--- config.mk ---
export PLATFORM = sky130hd
export DESIGN_NAME = nibble_serial_adder
export DESIGN_NICKNAME = d
export VERILOG_FILES = /design/src/rtl/adder_pkg.sv /design/src/rtl/fulladder_4bit.sv /design/src/rtl/nibble_serial_adder.sv
export SDC_FILE = /design/constraint.sdc
export NUM_CORES = 1
export LEC_CHECK = 0
export BUFFER_PORTS_ARGS = -buffer_cell sky130_fd_sc_hd__buf_2
export CORE_ASPECT_RATIO = 1.5
export CORE_MARGIN = 1.5
export CORE_UTILIZATION = 44
export CTS_CLUSTER_DIAMETER = 40
export DETAILED_ROUTE_END_ITERATION = 8
export GPL_ROUTABILITY_DRIVEN = 0
export PLACE_DENSITY_LB_ADDON = 0.25
export SLEW_MARGIN = 5
export SYNTH_ARGS = -nofsm -noshare
export SYNTH_HDL_FRONTEND = slang
export SYNTH_SLANG_ARGS = --single-unit
--- constraint.sdc ---
create_clock -name clk -period 4.2 [get_ports clk]
set_clock_uncertainty 0.15 [all_clocks]
set_input_delay 0 -clock clk [delete_from_list [all_inputs] [get_ports clk]]
set_output_delay 0 -clock clk [all_outputs]
set_load 0.05 [all_outputs]
--- src/rtl/adder_pkg.sv ---
// rtl/adder_pkg.sv - shared types and constants for the nibble-serial adder
package adder_pkg;

    typedef enum logic [1:0] {
        IDLE = 2'd0,
        CALC = 2'd1,
        DONE = 2'd2
    } nsa_state_t;

    localparam int NIBBLE = 4;

    // Width of the nibble index counter; never narrower than one bit
    function automatic int nsa_idx_width(input int n_steps);
        return (n_steps > 1) ? $clog2(n_steps) : 1;
    endfunction

endpackage

--- src/rtl/fulladder_4bit.sv ---
// rtl/fulladder_4bit.sv - combinational 4-bit ripple-carry adder slice
module fulladder_4bit (
    input  logic [3:0] A,
    input  logic [3:0] B,
    input  logic       Cin,
    output logic [3:0] Sum,
    output logic       Cout
);

    logic [4:0] w_c;

    // Ripple the carry through four single-bit full adders
    always_comb begin
        w_c    = '0;
        Sum    = '0;
        w_c[0] = Cin;
        for (int i = 0; i < 4; i++) begin
            Sum[i]   = A[i] ^ B[i] ^ w_c[i];
            w_c[i+1] = (A[i] & B[i]) | (A[i] & w_c[i]) | (B[i] & w_c[i]);
        end
    end

    assign Cout = w_c[4];

endmodule

--- src/rtl/nibble_serial_adder.sv ---
// rtl/nibble_serial_adder.sv - WIDTH-bit adder reusing one 4-bit slice, one nibble per clock
module nibble_serial_adder
    import adder_pkg::*;
#(
    parameter int WIDTH = 16
) (
    input  logic             clk,
    input  logic             rst_n,
    input  logic             in_valid,
    output logic             in_ready,
    input  logic [WIDTH-1:0] a,
    input  logic [WIDTH-1:0] b,
    input  logic             cin,
    output logic             out_valid,
    input  logic             out_ready,
    output logic [WIDTH-1:0] sum,
    output logic             cout,
    output logic             busy
);

    localparam int N    = WIDTH / NIBBLE;
    localparam int IDXW = nsa_idx_width(N);
    localparam logic [IDXW-1:0] LAST_IDX = IDXW'(N - 1);

    if ((WIDTH % NIBBLE) != 0 || WIDTH < NIBBLE) begin : g_bad_width
        $error("nibble_serial_adder: WIDTH must be a multiple of 4 and at least 4");
    end

    nsa_state_t       r_state;
    logic [WIDTH-1:0] r_a_q;
    logic [WIDTH-1:0] r_b_q;
    logic [WIDTH-1:0] r_sum_q;
    logic             r_carry_q;
    logic [IDXW-1:0]  r_idx;

    logic [3:0]       w_a_nib;
    logic [3:0]       w_b_nib;
    logic [3:0]       w_fa_sum;
    logic             w_fa_cout;

    assign w_a_nib = r_a_q[NIBBLE*r_idx +: NIBBLE];
    assign w_b_nib = r_b_q[NIBBLE*r_idx +: NIBBLE];

    fulladder_4bit u_fa (
        .A    (w_a_nib),
        .B    (w_b_nib),
        .Cin  (r_carry_q),
        .Sum  (w_fa_sum),
        .Cout (w_fa_cout)
    );

    // Control FSM plus operand, partial-sum and carry registers
    always_ff @(posedge clk or negedge rst_n) begin
        if (!rst_n) begin
            r_state   <= IDLE;
            r_a_q     <= '0;
            r_b_q     <= '0;
            r_sum_q   <= '0;
            r_carry_q <= 1'b0;
            r_idx     <= '0;
        end else begin
            case (r_state)
                IDLE: begin
                    if (in_valid) begin
                        r_a_q     <= a;
                        r_b_q     <= b;
                        r_carry_q <= cin;
                        r_idx     <= '0;
                        r_state   <= CALC;
                    end
                end
                CALC: begin
                    r_sum_q[NIBBLE*r_idx +: NIBBLE] <= w_fa_sum;
                    r_carry_q                       <= w_fa_cout;
                    if (r_idx == LAST_IDX) begin
                        r_state <= DONE;
                    end else begin
                        r_idx <= r_idx + 1'b1;
                    end
                end
                DONE: begin
                    if (out_ready) begin
                        r_state <= IDLE;
                    end
                end
                default: begin
                    r_state <= IDLE;
                end
            endcase
        end
    end

    // Handshake flags decode the state register only, so no input reaches them combinationally
    assign in_ready  = (r_state == IDLE);
    assign out_valid = (r_state == DONE);
    assign busy      = (r_state != IDLE);
    assign sum       = r_sum_q;
    assign cout      = r_carry_q;

endmodule

; After elaboration in Yosys (flattened, before gate mapping)
; Index checks and enable logic that the tools add are counted.
; W data, S select, Z words.
[word_totals]
reg_bits = 53
in_bits = 37
output_inout_bits = 20
wordCells = 64
[classes]
add_sub_neg = 2
n_eq_ne = 7
shift = 4
mux = 10
bitwise = 28
reduce_logical = 7
[op_table]
columns = cell, n
row1 = $neg A4 Y34, 1
row2 = $shift A4 B34 Y16 const A, 1
row3 = $shiftx A4 B34 Y16, 1
row4 = $shiftx A16 B5 Y4, 2
row5 = $bwmux W16, 1
row6 = $and A1 B1 Y1, 12
row7 = $mux W2, 5
row8 = $or A1 B1 Y1, 8
row9 = $xor A1 B1 Y1, 8
row10 = $ne A2 B2 Y1 const B, 3
row11 = $pmux W2 S3, 1
row12 = $reduce_and A3 Y1, 2
row13 = $eq A2 B2 Y1 const B, 2
row14 = $pmux W2 S2, 1
row15 = $reduce_and A2 Y1, 2
row16 = $reduce_bool A2 Y1, 2
row17 = $add A2 B1 Y2 const B, 1
row18 = $eq A2 B1 Y1 const B, 1
row19 = $logic_not A2 Y1, 1
row20 = $ne A2 B1 Y1 const B, 1
row21 = $pmux W1 S2, 1
row22 = $mux W1, 1

; Logic depth before layout (Yosys ltp)
[logic_depth]
word_depth = 14
mapped_depth = 11
mapped_depth_nobuf = 9

; By module
; Synthesis repeated with hierarchy kept, for this count alone.
[unflattened]
cells_unflattened = 195
area_unflattened_um2 = 2600.0
[by_module_without_submodules]
columns = mod, n_inst, cells_per_inst, area_each_um2, seq_area_each_um2
row1 = nibble_serial_adder, 1, 181, 2482.4, 1326.3
row2 = fulladder_4bit, 1, 14, 117.6, 0.0

; Least setup slack after synthesis
; No wires, ideal clock.
[synth_path]
path_kind = reg-to-reg
from = register r_idx[0]
to = register r_sum_q[11], in the netlist sum[11]
setup_time_ps = 96
t_arrival_ps = 2846
required_time_ps = 3954
path_slack_ps = 1108
stages_incl_launch_ff = 12
path_buffers = 2
period_less_slack_ps = 3092
path_cell_list = dfrtp_1 buf_2 buf_4 mux4_2 fa_1 inv_1 fa_1 fa_1 inv_1 fa_1 nand2b_1 o31ai_1
[synth_via]
elab_chain_len = 13
word_cells_on_any_way = 29
classes_between = add/sub (1) / shift (4) / mux (1) / bitwise (23)
[synth_rtl]
columns = item, line_no
row1 = start: declaration, nibble_serial_adder.sv:34  ; logic [IDXW-1:0] r_idx;
row2 = start signal: assignment, nibble_serial_adder.sv:78  ; r_idx <= r_idx + 1'b1;
row3 = $shiftx A16 B5 Y4 (on tied branches), "nibble_serial_adder.sv:41, nibble_serial_adder.sv:42"
row4 = $and A1 B1 Y1, fulladder_4bit.sv:19  ; w_c[i+1] = (A[i] & B[i]) | (A[i] & w_c[i]) | (B[i] & w_c[i]);
row5 = $or A1 B1 Y1 (2 in series), fulladder_4bit.sv:19
row6 = $and A1 B1 Y1, fulladder_4bit.sv:19
row7 = $or A1 B1 Y1 (2 in series), fulladder_4bit.sv:19
row8 = $and A1 B1 Y1, fulladder_4bit.sv:19
row9 = $or A1 B1 Y1 (2 in series), fulladder_4bit.sv:19
row10 = $xor A1 B1 Y1, fulladder_4bit.sv:18  ; Sum[i] = A[i] ^ B[i] ^ w_c[i];
row11 = $shiftx A4 B34 Y16, nibble_serial_adder.sv:73  ; r_sum_q[NIBBLE*r_idx +: NIBBLE] <= w_fa_sum;
row12 = $bwmux W16 (*), nibble_serial_adder.sv:73
row13 = end signal: indexed assignment, nibble_serial_adder.sv:73
row14 = end: declaration, nibble_serial_adder.sv:32  ; logic [WIDTH-1:0] r_sum_q;
; Mark *: on every way between the ends. The rest lies on a longest branch, timed or not.
; A chain may end at the register's enable or synchronous reset.

; Worst setup path after layout
[layout_path]
from = register r_idx[0]
to = register r_sum_q[7], in the netlist sum[7]
; Same word-level chain as after synthesis.

==> metrics <==
result of the run=finished clean; total number of H-tree levels=2; total power divided by cell area=a little over 800 nW/um2; total routing usage reported by global routing=18.5%; mean instance size in the synthesized netlist=13.9 um2; maximum number of pins on one net before global-route repair=54; Placeable Area=~5800 um2; via density per instance=5.05; insertion delay of the later-clocked pin in the worst-skew pair=roughly 310 ps; total design power=around 2.8 mW; net count after synthesis=238; buffer and inverter count on the worst path=2; RSZ-0062 raised after global routing=no; critical path required time=roughly 4300 ps; average wire per cell in the routed design=about 15 um; wire length of the first global-routing pass=a little over 9000 um; die span in y=slightly below 100 um; Max Clock Freq=roughly 0.32 GHz; length of the first detailed-routing pass in iterations=4; post-CTS clock slew at the launch and capture registers of the worst setup and hold paths=approximately 100 ps; total half-perimeter wirelength after legalization and detailed placement=3530 um; startpoint of the lowest-slack register-to-register path=r_idx[0]; R2R setup slack=roughly 1100 ps; combinational fraction of design power=a little under three fifths; Site Rows=34; Area growth syn-to-layout=28.1%; DRC errors left=0; kind of cell with the highest combined delay on the critical path=adder cells; CP Capture Type=register; final setup violation count=0; distinct cell type count of the synthesized netlist=28; Diodes inserted=0; FF-to-FF End=sum[7]; vias in the first global route=about 2000; root buf cell=sky130_fd_sc_hd__clkbuf_8; post-layout utilization of the core=between 50% and 60%; Pint=about 1.6 mW; fraction of power spent switching nets=43.3%; Placed Cells incl. Taps=between 300 and 400; post-route non-filler standard cell count=~360; initial core utilization=45.8%; max-slew violation count=0; number of antenna violations at the first check in global routing=0; switching pwr=about 1.2 mW; total count of hold-check failures in the final report=0; total length of routed wires=between 5000 and 6000 um; Relative slew margins=~57%; Netlist Area Pre-Place=around 2600 um2; routed via count=1794; leakage power total=approximately 1.6 nW; DIE AREA=~6500 um2; share of layout cells above drive strength 1=roughly two fifths; delay contributed by the slowest stage of the critical path=about 570 ps; die width=between 60 and 70 um; Tightest Hold Check Type=input pin to asynchronous set/reset pin; Peak VDD IR=0.401 mV; transition time of the tightest slew-check pin=between 600 and 700 ps; number of antenna-violating nets in the routed design=0; fin nets=between 300 and 400; max-capacitance violation count=0; crit path cell chain=mux4_2, fa_1, inv_1, fa_1, fa_1, inv_1, fa_1, nand2b_1, o31ai_1; worst setup path class=register to register; ratio of final minimum period to clock period=about 73%; count of routing violations after the opening detailed-route iteration=80; yosys synthesis warning count=0; path depth of the worst reg2reg path=9; clock sink count=53; number of buffers between clock root and the deepest sink=2; relative contribution of sequential cells to total power=roughly 34%; clock tree from TritonCTS=yes; master of the slowest instance on the critical path=sky130_fd_sc_hd__mux4_2; Critical Path Start Type=register; dominant cell type by count on the critical path=sky130_fd_sc_hd__fa_1; proportion of power drawn by the clock network=between 10% and 20%; critical path fanouts, max=7; Post-Synthesis Cells=between 150 and 200; share of the yosys chip area belonging to registers=~50%; final global-route overflow total=0; post-route minimum period=approximately 3100 ps; Buffers on Ports=56; worst path arrival time=between 3000 and 4000 ps; register bit total from synthesis=53; number of buffers created by CTS=5; number of top-level design ports=57; Setup TNS Final=0 ps
==> tightest hold or removal path, cell delays in order <==
cell	delay (ps)
sky130_fd_sc_hd__dlygate4sd3_1	510
sky130_fd_sc_hd__buf_2	90
sky130_fd_sc_hd__buf_4	510
==> cell type report <==
type                    instances  area (um2)
clock buffers                   5        68.8
clock inverters                 3        17.5
fillers                       479        2390
inverters                      11        41.3
multi-input cells             117        1190
flip-flops and latches         53        1330
well taps                      72        90.1
repair buffers                 94         656
==> layout by cell type, fill, tap and decap left out <==
| master | n |
|---|---|
| sky130_fd_sc_hd__nor4bb_1 | 1 |
| sky130_fd_sc_hd__nand2_1 | 20 |
| sky130_fd_sc_hd__mux2_2 | 2 |
| sky130_fd_sc_hd__a22o_1 | 1 |
| sky130_fd_sc_hd__nor2_2 | 1 |
| sky130_fd_sc_hd__clkbuf_8 | 5 |
| sky130_fd_sc_hd__inv_1 | 11 |
| sky130_fd_sc_hd__nor2_1 | 4 |
| sky130_fd_sc_hd__buf_2 | 56 |
| sky130_fd_sc_hd__and2_4 | 1 |
| sky130_fd_sc_hd__clkinv_2 | 2 |
| sky130_fd_sc_hd__a21oi_1 | 3 |
| sky130_fd_sc_hd__mux4_2 | 8 |
| sky130_fd_sc_hd__nand3_1 | 2 |
| sky130_fd_sc_hd__o31ai_1 | 7 |
| sky130_fd_sc_hd__dfrtp_1 | 53 |
| sky130_fd_sc_hd__fa_1 | 4 |
| sky130_fd_sc_hd__nor2b_1 | 3 |
| sky130_fd_sc_hd__clkinvlp_4 | 1 |
| sky130_fd_sc_hd__dlygate4sd3_1 | 36 |
| sky130_fd_sc_hd__mux2_4 | 30 |
| sky130_fd_sc_hd__nand2b_1 | 3 |
| sky130_fd_sc_hd__a22oi_1 | 2 |
| sky130_fd_sc_hd__o21ai_0 | 7 |
| sky130_fd_sc_hd__ha_1 | 6 |
| sky130_fd_sc_hd__nand3b_1 | 5 |
| sky130_fd_sc_hd__nor3_1 | 1 |
| sky130_fd_sc_hd__o41ai_1 | 6 |
| sky130_fd_sc_hd__buf_4 | 2 |
==> how the worst max path moves through the flow <==
stage	from	end	slack [ps]	cells past startpoint
after global routing	r_idx[0]	sum[11]	870	9
after detailed placement	r_idx[0]	sum[11]	1080	9
after floorplan	r_idx[0]	sum[11]	1110	11
after global placement	r_idx[0]	sum[7]	1160	9
after CTS	r_idx[0]	sum[11]	1080	9
final	r_idx[0]	sum[7]	1120	9
==> registers in the layout, indices dropped and copies added (netlist names) <==
signal / count
r_a_q: 16
r_b_q: 16
sum: 16
r_idx: 2
r_state: 2
cout: 1
==> cell families (layout without fill, tap and decap cells) <==
| group | Yosys count | in the layout | share of synthesized area, % |
|---|---|---|---|
| compound gates | 26 | 26 | 6.76 |
| buf+inv | 21 | 113 | 4.87 |
| mux | 40 | 40 | 24.7 |
| fa+ha+maj | 10 | 10 | 5.86 |
| simple gates | 41 | 41 | 7.75 |
| flops | 53 | 53 | 50.1 |
==> metrics by stage <==
stage	area [um2]	setup slack [ps]	hold slack (ps)
floorplan	2650	1110	-446
global placement	2950	1160	7.68
detailed placement	2950	1080	10.0
CTS	3390	1080	202
global route	3390	874	258
finish	3390	1120	177
==> routing by layer <==
layer | track usage, % | wire length [um]
met5 | 0 | 0
met4 | 5.81 | 111
met3 | 4.03 | 189
met2 | 31.0 | 2780
met1 | 23.6 | 2220
==> power by group through the flow <==
stage               Clock, mW  Sequential (mW)  Combinational, mW
detailed placement          0            0.943               1.52
finish                  0.283            0.932               1.54
floorplan                   0             1.04               1.09
CTS                     0.290            0.934               1.55
global route            0.316            0.967               1.69
global placement            0            0.942               1.50
==> timing repair <==
| action | in CTS | in global routing |
|---|---|---|
| hold endpoints to repair | 89 | 0 |
| buffers inserted | 0 | 0 |
| endpoints found under the setup margin | 0 | 0 |
| gates resized for setup | 0 | 0 |
| hold buffers | 36 | 0 |
==> Yosys cell counts, drive strengths merged <==
cell,instances,share of area (%)
nand3,2,0.38
clkbuf,3,0.43
nor3,1,0.19
o21ai,7,1.3
nor2,5,0.80
inv,11,1.6
a22oi,2,0.57
buf,7,2.9
nand3b,5,1.4
a21oi,3,0.57
nor2b,3,0.71
mux4,8,6.8
o41ai,6,2.0
dfrtp,53,50
nand2,20,2.8
fa,4,3.0
nor4bb,1,0.38
mux2,32,18
ha,6,2.8
o31ai,7,2.0
nand2b,3,0.71
a22o,1,0.33
and2,1,0.33
No activity file was read; power rests on OpenSTA's default activity.
